[src/rtl/imem_pkg.sv]
// Shared types for the instruction-memory loader.
package imem_pkg;

  localparam int unsigned WORD_BYTES = 4;

  typedef enum logic [2:0] {
    IDLE,
    HDR0,
    HDR1,
    DATA,
    CHK,
    DONE,
    ERR
  } loader_state_t;

  typedef enum logic [1:0] {
    ERR_NONE    = 2'd0,
    ERR_SIZE    = 2'd1,
    ERR_TIMEOUT = 2'd2,
    ERR_CSUM    = 2'd3
  } err_code_t;

endpackage

[src/rtl/imem_word_packer.sv]
// Collects data bytes into lanes and issues one registered memory write per word.
module imem_word_packer
  import imem_pkg::*;
#(
  parameter int unsigned CNT_W = 16
) (
  input  logic             clk,
  input  logic             rst_n,
  input  logic             load,
  input  logic [1:0]       byte_idx,
  input  logic [7:0]       byte_in,
  input  logic [CNT_W-1:0] word_idx,
  output logic             mem_we,
  output logic [31:0]      mem_addr,
  output logic [31:0]      mem_wdata
);

  logic [7:0]  lane0_q, lane1_q, lane2_q;
  logic        we_q;
  logic [31:0] addr_q, wdata_q;
  logic        last_byte;

  // The top lane is never stored: it completes the word directly from the input.
  assign last_byte = load && (byte_idx == 2'(WORD_BYTES - 1));

  // Steer each accepted byte into its lane.
  always_ff @(posedge clk or negedge rst_n) begin
    if (!rst_n) begin
      lane0_q <= '0;
      lane1_q <= '0;
      lane2_q <= '0;
    end else if (load) begin
      case (byte_idx)
        2'd0:    lane0_q <= byte_in;
        2'd1:    lane1_q <= byte_in;
        2'd2:    lane2_q <= byte_in;
        default: ;
      endcase
    end
  end

  // Write strobe pulses one cycle after the last byte; address/data hold otherwise.
  always_ff @(posedge clk or negedge rst_n) begin
    if (!rst_n) begin
      we_q    <= 1'b0;
      addr_q  <= '0;
      wdata_q <= '0;
    end else begin
      we_q <= last_byte;
      if (last_byte) begin
        addr_q  <= 32'(word_idx) * 32'(WORD_BYTES);
        wdata_q <= {byte_in, lane2_q, lane1_q, lane0_q};
      end
    end
  end

  assign mem_we    = we_q;
  assign mem_addr  = addr_q;
  assign mem_wdata = wdata_q;

endmodule

[src/rtl/imem_loader.sv]
// Boot loader: parses a counted, XOR-checked byte stream into instruction memory
// and holds the CPU in reset until a verified image is present.
module imem_loader
  import imem_pkg::*;
#(
  parameter int unsigned DEPTH       = 256,
  parameter int unsigned TIMEOUT_CYC = 1024,
  parameter int unsigned CNT_W       = 16
) (
  input  logic             clk,
  input  logic             rst_n,
  input  logic             start,
  input  logic             s_valid,
  input  logic [7:0]       s_data,
  output logic             s_ready,
  output logic             mem_we,
  output logic [31:0]      mem_addr,
  output logic [31:0]      mem_wdata,
  output logic             busy,
  output logic             done,
  output logic             error,
  output logic [1:0]       err_code,
  output logic             cpu_rst_n,
  output logic [CNT_W-1:0] words_loaded
);

  localparam int unsigned IDLE_W = $clog2(TIMEOUT_CYC + 1);

  loader_state_t    state_q, state_d;
  logic [CNT_W-1:0] count_q, count_d;
  logic [CNT_W-1:0] words_q, words_d;
  logic [CNT_W-1:0] hdr_count;
  logic [1:0]       byte_idx_q, byte_idx_d;
  logic [7:0]       csum_q, csum_d;
  logic [IDLE_W-1:0] idle_q, idle_d;
  err_code_t        err_q, err_d;
  logic             in_busy, accept, data_accept;

  assign in_busy     = state_q inside {HDR0, HDR1, DATA, CHK};
  assign accept      = in_busy && s_valid;
  assign data_accept = accept && (state_q == DATA);
  assign hdr_count   = CNT_W'({s_data, count_q[7:0]});

  // Next-state, header/data bookkeeping and inactivity watchdog.
  always_comb begin
    state_d    = state_q;
    count_d    = count_q;
    words_d    = words_q;
    byte_idx_d = byte_idx_q;
    csum_d     = csum_q;
    idle_d     = idle_q;
    err_d      = err_q;

    unique case (state_q)
      IDLE, DONE, ERR: begin
        if (start) begin
          state_d    = HDR0;
          words_d    = '0;
          byte_idx_d = '0;
          csum_d     = '0;
          idle_d     = '0;
          err_d      = ERR_NONE;
        end
      end
      HDR0: begin
        if (accept) begin
          count_d[7:0] = s_data;
          state_d      = HDR1;
        end
      end
      HDR1: begin
        if (accept) begin
          count_d = hdr_count;
          if (hdr_count == '0 || hdr_count > CNT_W'(DEPTH)) begin
            state_d = ERR;
            err_d   = ERR_SIZE;
          end else begin
            state_d = DATA;
          end
        end
      end
      DATA: begin
        if (accept) begin
          csum_d     = csum_q ^ s_data;
          byte_idx_d = byte_idx_q + 2'd1;
          if (byte_idx_q == 2'(WORD_BYTES - 1)) begin
            words_d = words_q + CNT_W'(1);
            if (words_q + CNT_W'(1) == count_q) state_d = CHK;
          end
        end
      end
      CHK: begin
        if (accept) begin
          if (s_data == csum_q) begin
            state_d = DONE;
          end else begin
            state_d = ERR;
            err_d   = ERR_CSUM;
          end
        end
      end
      default: state_d = IDLE;
    endcase

    // An accept in the expiry cycle still counts as activity.
    if (in_busy) begin
      if (accept) begin
        idle_d = '0;
      end else if (idle_q == IDLE_W'(TIMEOUT_CYC)) begin
        state_d = ERR;
        err_d   = ERR_TIMEOUT;
      end else begin
        idle_d = idle_q + IDLE_W'(1);
      end
    end
  end

  // State and counter registers.
  always_ff @(posedge clk or negedge rst_n) begin
    if (!rst_n) begin
      state_q    <= IDLE;
      count_q    <= '0;
      words_q    <= '0;
      byte_idx_q <= '0;
      csum_q     <= '0;
      idle_q     <= '0;
      err_q      <= ERR_NONE;
    end else begin
      state_q    <= state_d;
      count_q    <= count_d;
      words_q    <= words_d;
      byte_idx_q <= byte_idx_d;
      csum_q     <= csum_d;
      idle_q     <= idle_d;
      err_q      <= err_d;
    end
  end

  imem_word_packer #(
    .CNT_W(CNT_W)
  ) u_packer (
    .clk      (clk),
    .rst_n    (rst_n),
    .load     (data_accept),
    .byte_idx (byte_idx_q),
    .byte_in  (s_data),
    .word_idx (words_q),
    .mem_we   (mem_we),
    .mem_addr (mem_addr),
    .mem_wdata(mem_wdata)
  );

  assign s_ready      = in_busy;
  assign busy         = in_busy;
  assign done         = (state_q == DONE);
  assign error        = (state_q == ERR);
  assign err_code     = err_q;
  assign cpu_rst_n    = (state_q == DONE);
  assign words_loaded = words_q;

endmodule
[config.mk]
export PLATFORM = sky130hd
export DESIGN_NAME = imem_loader
export DESIGN_NICKNAME = d
export VERILOG_FILES = /design/src/rtl/imem_pkg.sv /design/src/rtl/imem_word_packer.sv /design/src/rtl/imem_loader.sv
export SDC_FILE = /design/constraint.sdc
export NUM_CORES = 1
export LEC_CHECK = 0
export CELL_PAD_IN_SITES_DETAIL_PLACEMENT = 2
export CELL_PAD_IN_SITES_GLOBAL_PLACEMENT = 2
export CORE_MARGIN = 1.5
export CORE_UTILIZATION = 35
export CTS_BUF_LIST = sky130_fd_sc_hd__clkbuf_8
export CTS_CLUSTER_DIAMETER = 50
export DETAILED_ROUTE_END_ITERATION = 8
export PLACE_DENSITY_LB_ADDON = 0.1
export SLEW_MARGIN = 30
export SYNTH_ARGS = -nofsm -noshare
export SYNTH_HDL_FRONTEND = slang
export SYNTH_SLANG_ARGS = --single-unit
[constraint.sdc]
create_clock -name clk -period 2.4 [get_ports clk]
set_input_delay 0.48 -clock clk [delete_from_list [all_inputs] [get_ports clk]]
set_output_delay 0.48 -clock clk [all_outputs]
set_load 0.02 [all_outputs]
* Yosys cells after proc, flatten, opt, wreduce, memory -nomap -nowiden
Index checks and enable logic that the tools add are counted.
** Storage, ports and cells
- Bits in registers :: 131
- Input bits :: 12
- Output and inout port bits :: 88
- Logic and storage cells :: 91
** Operators by class
- Add/sub/neg operators :: 3
- $lt $le $gt $ge :: 1
- Equal/unequal tests :: 15
- Mux-type cells :: 39
- Bitwise logic cells :: 2
- Reduce and logical (&&, ||, !) cells :: 17
** Operators by type and width (count)
- $mux W11 :: 5
- $mux W16 :: 3
- $mux W3 :: 11
- $pmux W16 S2 :: 1
- $pmux W8 S2 :: 2
- $mux W8 :: 3
- $mux W2 :: 11
- $add A16 B1 Y16 const B :: 1
- $eq A16 B16 Y1 :: 1
- $gt A16 B9 Y1 const B :: 1
- $logic_not A16 Y1 :: 1
- $pmux W3 S5 :: 1
- $add A11 B1 Y11 const B :: 1
- $eq A11 B11 Y1 const B :: 1
- $eq A3 B3 Y1 const B :: 3
- $eq A8 B8 Y1 :: 1
- $reduce_and A2 Y1 :: 4
- $xor A8 B8 Y8 :: 1
- $eq A3 B2 Y1 const B :: 2
- $pmux W2 S3 :: 1
- $reduce_and A3 Y1 :: 2
- $eq A2 B2 Y1 const B :: 2
- $ne A2 B2 Y1 const B :: 2
- $pmux W2 S2 :: 1
- 13 further kinds :: 15

* Logic depth before layout (Yosys ltp)
Gate-level depths: netlist of the first run.
- Depth in word-level cells :: 9
- Depth in mapped cells :: 9
- Depth with buffers taken out :: 8

* By module
From an unflattened synthesis of the first run, not the netlist that was laid out.
** Second synthesis, totals
- Cells, all modules :: 572
- Area, all modules :: 6502.5 µm²
** Modules (own cells, without submodules)
- imem_loader :: instances 1, cells an instance 400, area an instance 3631.0 µm², seq. area each 1451.4 µm²
- imem_word_packer :: instances 1, cells an instance 172, area an instance 2871.5 µm², seq. area each 1826.8 µm²

* Least setup slack after synthesis of the first run
No wires, ideal clock.
- Kind :: reg-to-reg
- Start :: register words_q[0] (netlist: words_loaded[0])
- End :: register state_q[2]
- Setup time :: 64 ps
- Arrival :: 2299 ps
- Data required time :: 2336 ps
- Path slack :: 37 ps
- Cell stages (with the launch flop) :: 9
- Buffers on the path :: 1
- Clock period less this slack :: 2363 ps
- Cell sequence :: dfrtp_1 -> ha_1 -> clkbuf_1 -> nand4_2 -> nor4_1 -> xnor2_1 -> o2111ai_1 -> nor4_2 -> a21o_1
** Between the ends
- Word-level cells in the longest chain between the ends :: 9
** RTL lines
- from (decl) :: line imem_loader.sv:31 : logic [CNT_W-1:0] words_q, words_d;
- from (signal assigned) :: line imem_loader.sv:131 : words_q <= words_d;
- $add A16 B1 Y16 * :: line imem_loader.sv:88 : if (words_q + CNT_W'(1) == count_q) state_d = CHK;
- $eq A16 B16 Y1 * :: line imem_loader.sv:88
- $mux W3 * :: line imem_loader.sv:88
- $mux W3 * :: line imem_loader.sv:86 : if (byte_idx_q == 2'(WORD_BYTES - 1)) begin
- $mux W3 * :: line imem_loader.sv:83 : if (accept) begin
- $pmux W3 S5 * :: line imem_loader.sv:54 : unique case (state_q)
- $mux W3 :: line imem_loader.sv:109 : end else if (idle_q == IDLE_W'(TIMEOUT_CYC)) begin
- $mux W3 :: line imem_loader.sv:107 : if (accept) begin
- $mux W3 * :: line imem_loader.sv:106 : if (in_busy) begin
- net state_d[2] :: line imem_loader.sv:29 : loader_state_t state_q, state_d;
- to (signal assigned) :: line imem_loader.sv:129 : state_q <= state_d;
- to (decl) :: line imem_loader.sv:29
Mark *: on every way through the listed nets, which the timed path passes. The rest lies on a longest branch.
A chain may end at the register's enable or synchronous reset.

* Worst setup path in the final report of the first run
- Start :: register words_q[6] (netlist: words_loaded[6])
- End :: register state_q[1]
The elaborated chain is that of the path after synthesis.

==> results.ini, run 1 <==
[clock_network]
cts-root-buf=clkbuf_8
clk_latency_ps=470
cts_buffer_depth=2
clock-sinks=131
cts_tree=yes
numCtsBuffers=17
htreeDepth=4
clk_pin_slew_ps=80

[power_and_ir_drop]
swShare_pct=35.39
clockPowerShare_pct=27.5
p_seq_share_pct=39.9
power.density_mw_per_mm2=911.3
leakage_nw=3.913
peakVddDrop_uv=466.9
pwr-share-comb_pct=32.6
p_switching_mw=2.729
p_int_mw=4.981

[worst_setup_path]
setup.worst_path.start=words_loaded[6]$_DFFE_PN0P_
end_kind=flop
crit_type=flop to flop
r2r_cells=7
r2r-start=words_loaded[6]$_DFFE_PN0P_
cp-start-kind=flop
crit_fanout=11
required_ps=2740
cp_data_arrival_time_ps=2680

[die]
dieHeight_microns=139.8
start_util_pct=36.09
coreArea_sq_mm=0.01815
row_count=49
io_pins=100
dieArea_sq_mm=0.01954
die_w_microns=139.8

[sta]
grt_setup_unrepaired=yes
finalCritPeriodShare_pct=97.51
clock_skew_ps=10.82
worst_pin_slew_ps=570.5
fmax_ghz=0.4273
setup_viol=0
fin_setup_tns_ps=0
max-slew-margin-rel_pct=61.97
final_max_slew_viol_count=0
hold_viol_final=0
fin_crit_ps=2340

[outcome]
status=finished with violations
violations=DRC

[yosys]
netlist.area_leader.share_pct=50.06
syn_area_per_cell_sq_um=9.450
synth.distinct_cells=67
syn_inst=693
synth.most_common_cell=nand2_1
synthFlopType=dfrtp_1
synth-edff-count=0
yosysWarnings=0
ys_seq_elements=131
syn_area_sq_mm=0.006549
seq_area_frac_synth_pct=50.06
synth_commonest_cells=nand2_1 (186), dfrtp_1 (131), o21ai_0 (53)
synth-async-reset-ratio_pct=100.0
synth_top_area_cell=dfrtp_1
synth_area_leaders=dfrtp_1 (50%), nand2_1 (11%), mux2_2 (6.7%), o21ai_0 (4.1%), xnor2_1 (2.7%)

[drt]
first_pass_iters=6
drc=9
via_per_inst=5.188
initialDrtViolationCount=259
via_count=5494
wl_per_cell_microns=20.21
route.antenna.remaining_nets=0
drt_wl_total_microns=21410

[place]
place.gp.congestion=0.8595
hpwlAfterDp_microns=14750
placement.io_buffers=83

[global_route]
grt_pass1_vias=6144
grt_max_degree=56
grt_usage_pct=23.05
antenna_found_initial=0
grt-ovfl-total=0
grt_pass1_wl_microns=34890

[final_layout]
final_util_pct=46.62
nets=836
fillers=1981
drive_above_1_share_pct=20.24
area_growth_pct=29.19
antenna_cells=0

[hold_path]
hold_depth=2
hold_start=u_packer.lane2_q[0]$_DFFE_PN0P_
hold_class=flop to flop

[run]
maxCapViolCount=0

## layer usage
layer	wire length, microns	GRT usage [%]	vias up	part of all wire, %
met5	0	0	-	0
met4	394	7.535	0	1.8
met3	573	4.095	29	2.7
met2	11030	40.09	101	52
met1	9404	29.05	2804	44
li1	-	-	2560	-
## logic make-up after synthesis
| kind of cell | Yosys count | synth area share, % |
|---|---|---|
| fa+ha+maj | 7 | 1.337 |
| other cells | 1 | 0.05726 |
| buf+inv | 70 | 5.617 |
| xor+xnor | 34 | 4.987 |
| flops | 131 | 50.06 |
| mux | 41 | 7.012 |
| compound gates | 109 | 10.15 |
| simple gates | 300 | 20.79 |
## metrics by stage
| step | worst slack, ps | hold slack [ps] | cells | total power, mW | area [sq um] |
|---|---|---|---|---|---|
| floorplan | 36.64 | 184.4 | 708 | 4.545 | 6605 |
| global placement | 21.89 | 457.0 | 1021 | 5.353 | 7913 |
| detailed placement | -36.56 | 452.0 | 1021 | 5.520 | 7913 |
| CTS | 3.336 | 478.0 | 1056 | 7.712 | 8389 |
| global route | -16.12 | 508.6 | 1059 | 8.185 | 8461 |
| finish | 59.77 | 473.4 | 1059 | 7.710 | 8461 |
## critical path, cell delays in order (launching register included)
cell      delay (ps)
dfrtp_2          510
xor3_1           390
or4_1            470
o21ai_2          100
o221ai_2         150
nor4_4           350
buf_4            190
o21ai_1           50
## path summary, 6_finish.rpt
kind | to | slack [ps]
worst max-delay path | state_q[1]$_DFF_PN0_ | 60
min in group asynchronous | words_loaded[11]$_DFFE_PN0P_ | 560
worst min-delay path | u_packer.mem_wdata[16]$_DFFE_PN0P_ | 470
max in group asynchronous | state_q[2]$_DFF_PN0_ | 1100
worst max register to register | state_q[1]$_DFF_PN0_ | 60
worst min register to register | u_packer.mem_wdata[16]$_DFFE_PN0P_ | 470
## cell type report
cell class,instances,area (sq um),share of cell area [%]
inverter,11,41.29,0.4880
timing repair buffer,149,1386,16.39
sequential,131,3292,38.91
clock buffer,18,247.7,2.928
multi-input combinational,507,3018,35.67
clock inverter,14,188.9,2.233
tap,229,286.5,3.387
## flip-flops by register name, summed over array words and instances (netlist names), 2 cells and up
register,count
u_packer.mem_wdata,32
state_q,3
u_packer.mem_addr,16
csum_q,8
byte_idx_q,2
words_loaded,16
idle_q,11
err_code,2
u_packer.lane2_q,8
u_packer.lane1_q,8
count_q,16
u_packer.lane0_q,8
## repair_timing
action | in CTS | in global routing
endpoints found under the hold margin | 46 | 0
pin swaps | 0 | 5
hold buffers | 1 | 0
buffers inserted | 2 | 3
endpoints found under the setup margin | 8 | 5
resized for setup | 13 | 16
## power groups by stage
| stage | registers, mW | clock network [mW] | logic, mW |
|---|---|---|---|
| detailed placement | 3.14 | 0 | 2.38 |
| finish | 3.08 | 2.12 | 2.52 |
| global route | 3.14 | 2.27 | 2.77 |
| CTS | 3.09 | 2.17 | 2.45 |
| floorplan | 3.03 | 0 | 1.51 |
| global placement | 3.09 | 0 | 2.26 |
## cells in the final DEF, fill, tap and decap left out, types with 7 or more instances in the layout
cell type	n
nand2_1	185
dfrtp_1	120
clkdlybuf4s50_1	77
buf_4	60
o21ai_0	52
mux2_2	39
nor2_1	36
xnor2_1	20
clkbuf_8	18
nand3_1	16
conb_1	16
xor2_1	12
inv_1	11
a21oi_1	11
dfrtp_2	11
nand4_1	10
a31oi_1	8
and3_1	7
Power figures use the tool's default switching activity.
==> run 2, diff against run 1 <==
- CORE_ASPECT_RATIO: default -> 0.9
==> results.ini, run 2 (synthesis results as in run 1) <==
[outcome]
status=finished clean

[run]
maxCapViolCount=0

[sta]
worst_pin_slew_ps=605.9
setup_viol=0
finalCritPeriodShare_pct=97.12
grt_setup_unrepaired=yes
fin_crit_ps=2331
final_max_slew_viol_count=0
clock_skew_ps=15.84
hold_viol_final=0
fin_hold_ws_ps=474.6
max-slew-margin-rel_pct=59.33
fin_setup_tns_ps=0
fmax_ghz=0.4290

[final_layout]
nets=851
area_growth_pct=31.01
largest_register_ffs=32
antenna_cells=0
mostFrequentLayoutCell=nand2_1
final_cells=1090
layout_common_cells=nand2_1 (185), dfrtp_1 (125), clkdlybuf4s50_1 (77)
ff_latch_area_sq_mm=0.003286
drive_above_1_share_pct=20.95
multi_input_area_sq_mm=0.003020
fillers=2011

[worst_setup_path]
r2r_cells=8
required_ps=1920
crit_fanout=8
r2r-start=words_loaded[4]$_DFFE_PN0P_
crit_type=flop to primary output
rr_endpoint=state_q[2]$_DFF_PN0_
end_kind=primary output
cp_data_arrival_time_ps=1850
critPathCapture=busy
cp-start-kind=flop
rrSetupSlack_ps=100
setup.worst_path.start=state_q[1]$_DFF_PN0_

[drt]
drc=0
route.antenna.remaining_nets=0
drt_wl_total_microns=21930
first_pass_iters=4
initialDrtViolationCount=168
via_per_inst=5.166
via_count=5631
wl_per_cell_microns=20.11

[power_and_ir_drop]
power.density_mw_per_mm2=879.7
p_int_mw=4.775
peakVddDrop_uv=407.3
p_switching_mw=2.772
p_seq_share_pct=41.2
pwr-share-comb_pct=32.9
finalPower_mw=7.547
clockPowerShare_pct=25.9
swShare_pct=36.73
leakage_nw=3.972

[global_route]
grt_pass1_vias=6421
grt-ovfl-total=0
grt_pass1_wl_microns=36070
grt_usage_pct=23.69
antenna_found_initial=0
grt_max_degree=67

[clock_network]
htreeDepth=4
clk_pin_slew_ps=90
cts_tree=yes
cts_buffer_depth=2
clk_latency_ps=450
numCtsBuffers=17
clock-sinks=131
cts-root-buf=clkbuf_8

[die]
start_util_pct=35.69
dieHeight_microns=132.8
die_w_microns=147.2
row_count=47
coreArea_sq_mm=0.01835
dieArea_sq_mm=0.01954
io_pins=100

[place]
place_inst=1053
place.gp.congestion=0.8054
placement.io_buffers=83
hpwlAfterDp_microns=16150

[hold_path]
hold_class=primary input to async pin

[run 2: metrics by stage]
stage | cell area (sq um) | utilization [%] | setup WS, ps
6_report | 8579 | 46.76 | 69.06
3_3_place_gp | 8074 | 44.01 | -54.05
4_1_cts | 8501 | 46.33 | 6.148
5_1_grt | 8579 | 46.76 | -12.96
2_1_floorplan | 6605 | - | 36.64
3_5_place_dp | 8074 | 44.01 | -146.7
[run 2: layout make-up]
class / count / area share [%]
Inverter: 11 / 0.4813
Multi-Input combinational cell: 507 / 35.20
Sequential cell: 131 / 38.30
Clock buffer: 18 / 2.888
Timing Repair Buffer: 164 / 17.76
Tap cell: 245 / 3.573
Clock inverter: 14 / 1.794
[run 2: power groups by stage]
stage          Combinational [mW]  Clock (mW)  Sequential (mW)
5_1_grt                      2.73        2.11             3.17
3_5_place_dp                 2.43           0             3.14
2_1_floorplan                1.51           0             3.03
4_1_cts                      2.46        2.01             3.11
6_report                     2.49        1.95             3.11
3_3_place_gp                 2.30           0             3.10
[run 2: timing repair]
item / 4_1_cts / 5_1_grt
pin swaps: 0 / 4
endpoints found under the hold margin: 20 / 0
setup endpoints to repair: 8 / 8
hold buffers: 1 / 0
cloned: 0 / 0
buffers inserted: 0 / 4
gates resized for setup: 11 / 14
[run 2: metal layers]
metal / up-vias / GRT usage, % / wire, microns
li1: 2591 / - / -
met1: 2927 / 31.65 / 10360
met2: 102 / 40.11 / 10800
met3: 11 / 4.172 / 597
met4: 0 / 5.389 / 168
met5: - / 0 / 0
[run 2: worst max-delay path, cell delays in order, from the launching register on]
cell           delay, ps
dfrtp_2              470
or3_1                380
nand2_1              120
inv_1                100
dlygate4sd2_1        340
[run 2: how the worst min path moves through the flow]
stage	from	to	slack (ps)
6_report	rst_n	u_packer.mem_wdata[14]$_DFFE_PN0P_	470
3_5_place_dp	rst_n	u_packer.lane1_q[5]$_DFFE_PN0P_	410
5_1_grt	rst_n	u_packer.mem_wdata[14]$_DFFE_PN0P_	470
3_3_place_gp	rst_n	u_packer.lane1_q[3]$_DFFE_PN0P_	400
4_1_cts	rst_n	u_packer.mem_wdata[14]$_DFFE_PN0P_	450
2_1_floorplan	rst_n	byte_idx_q[0]$_DFFE_PN0P_	180
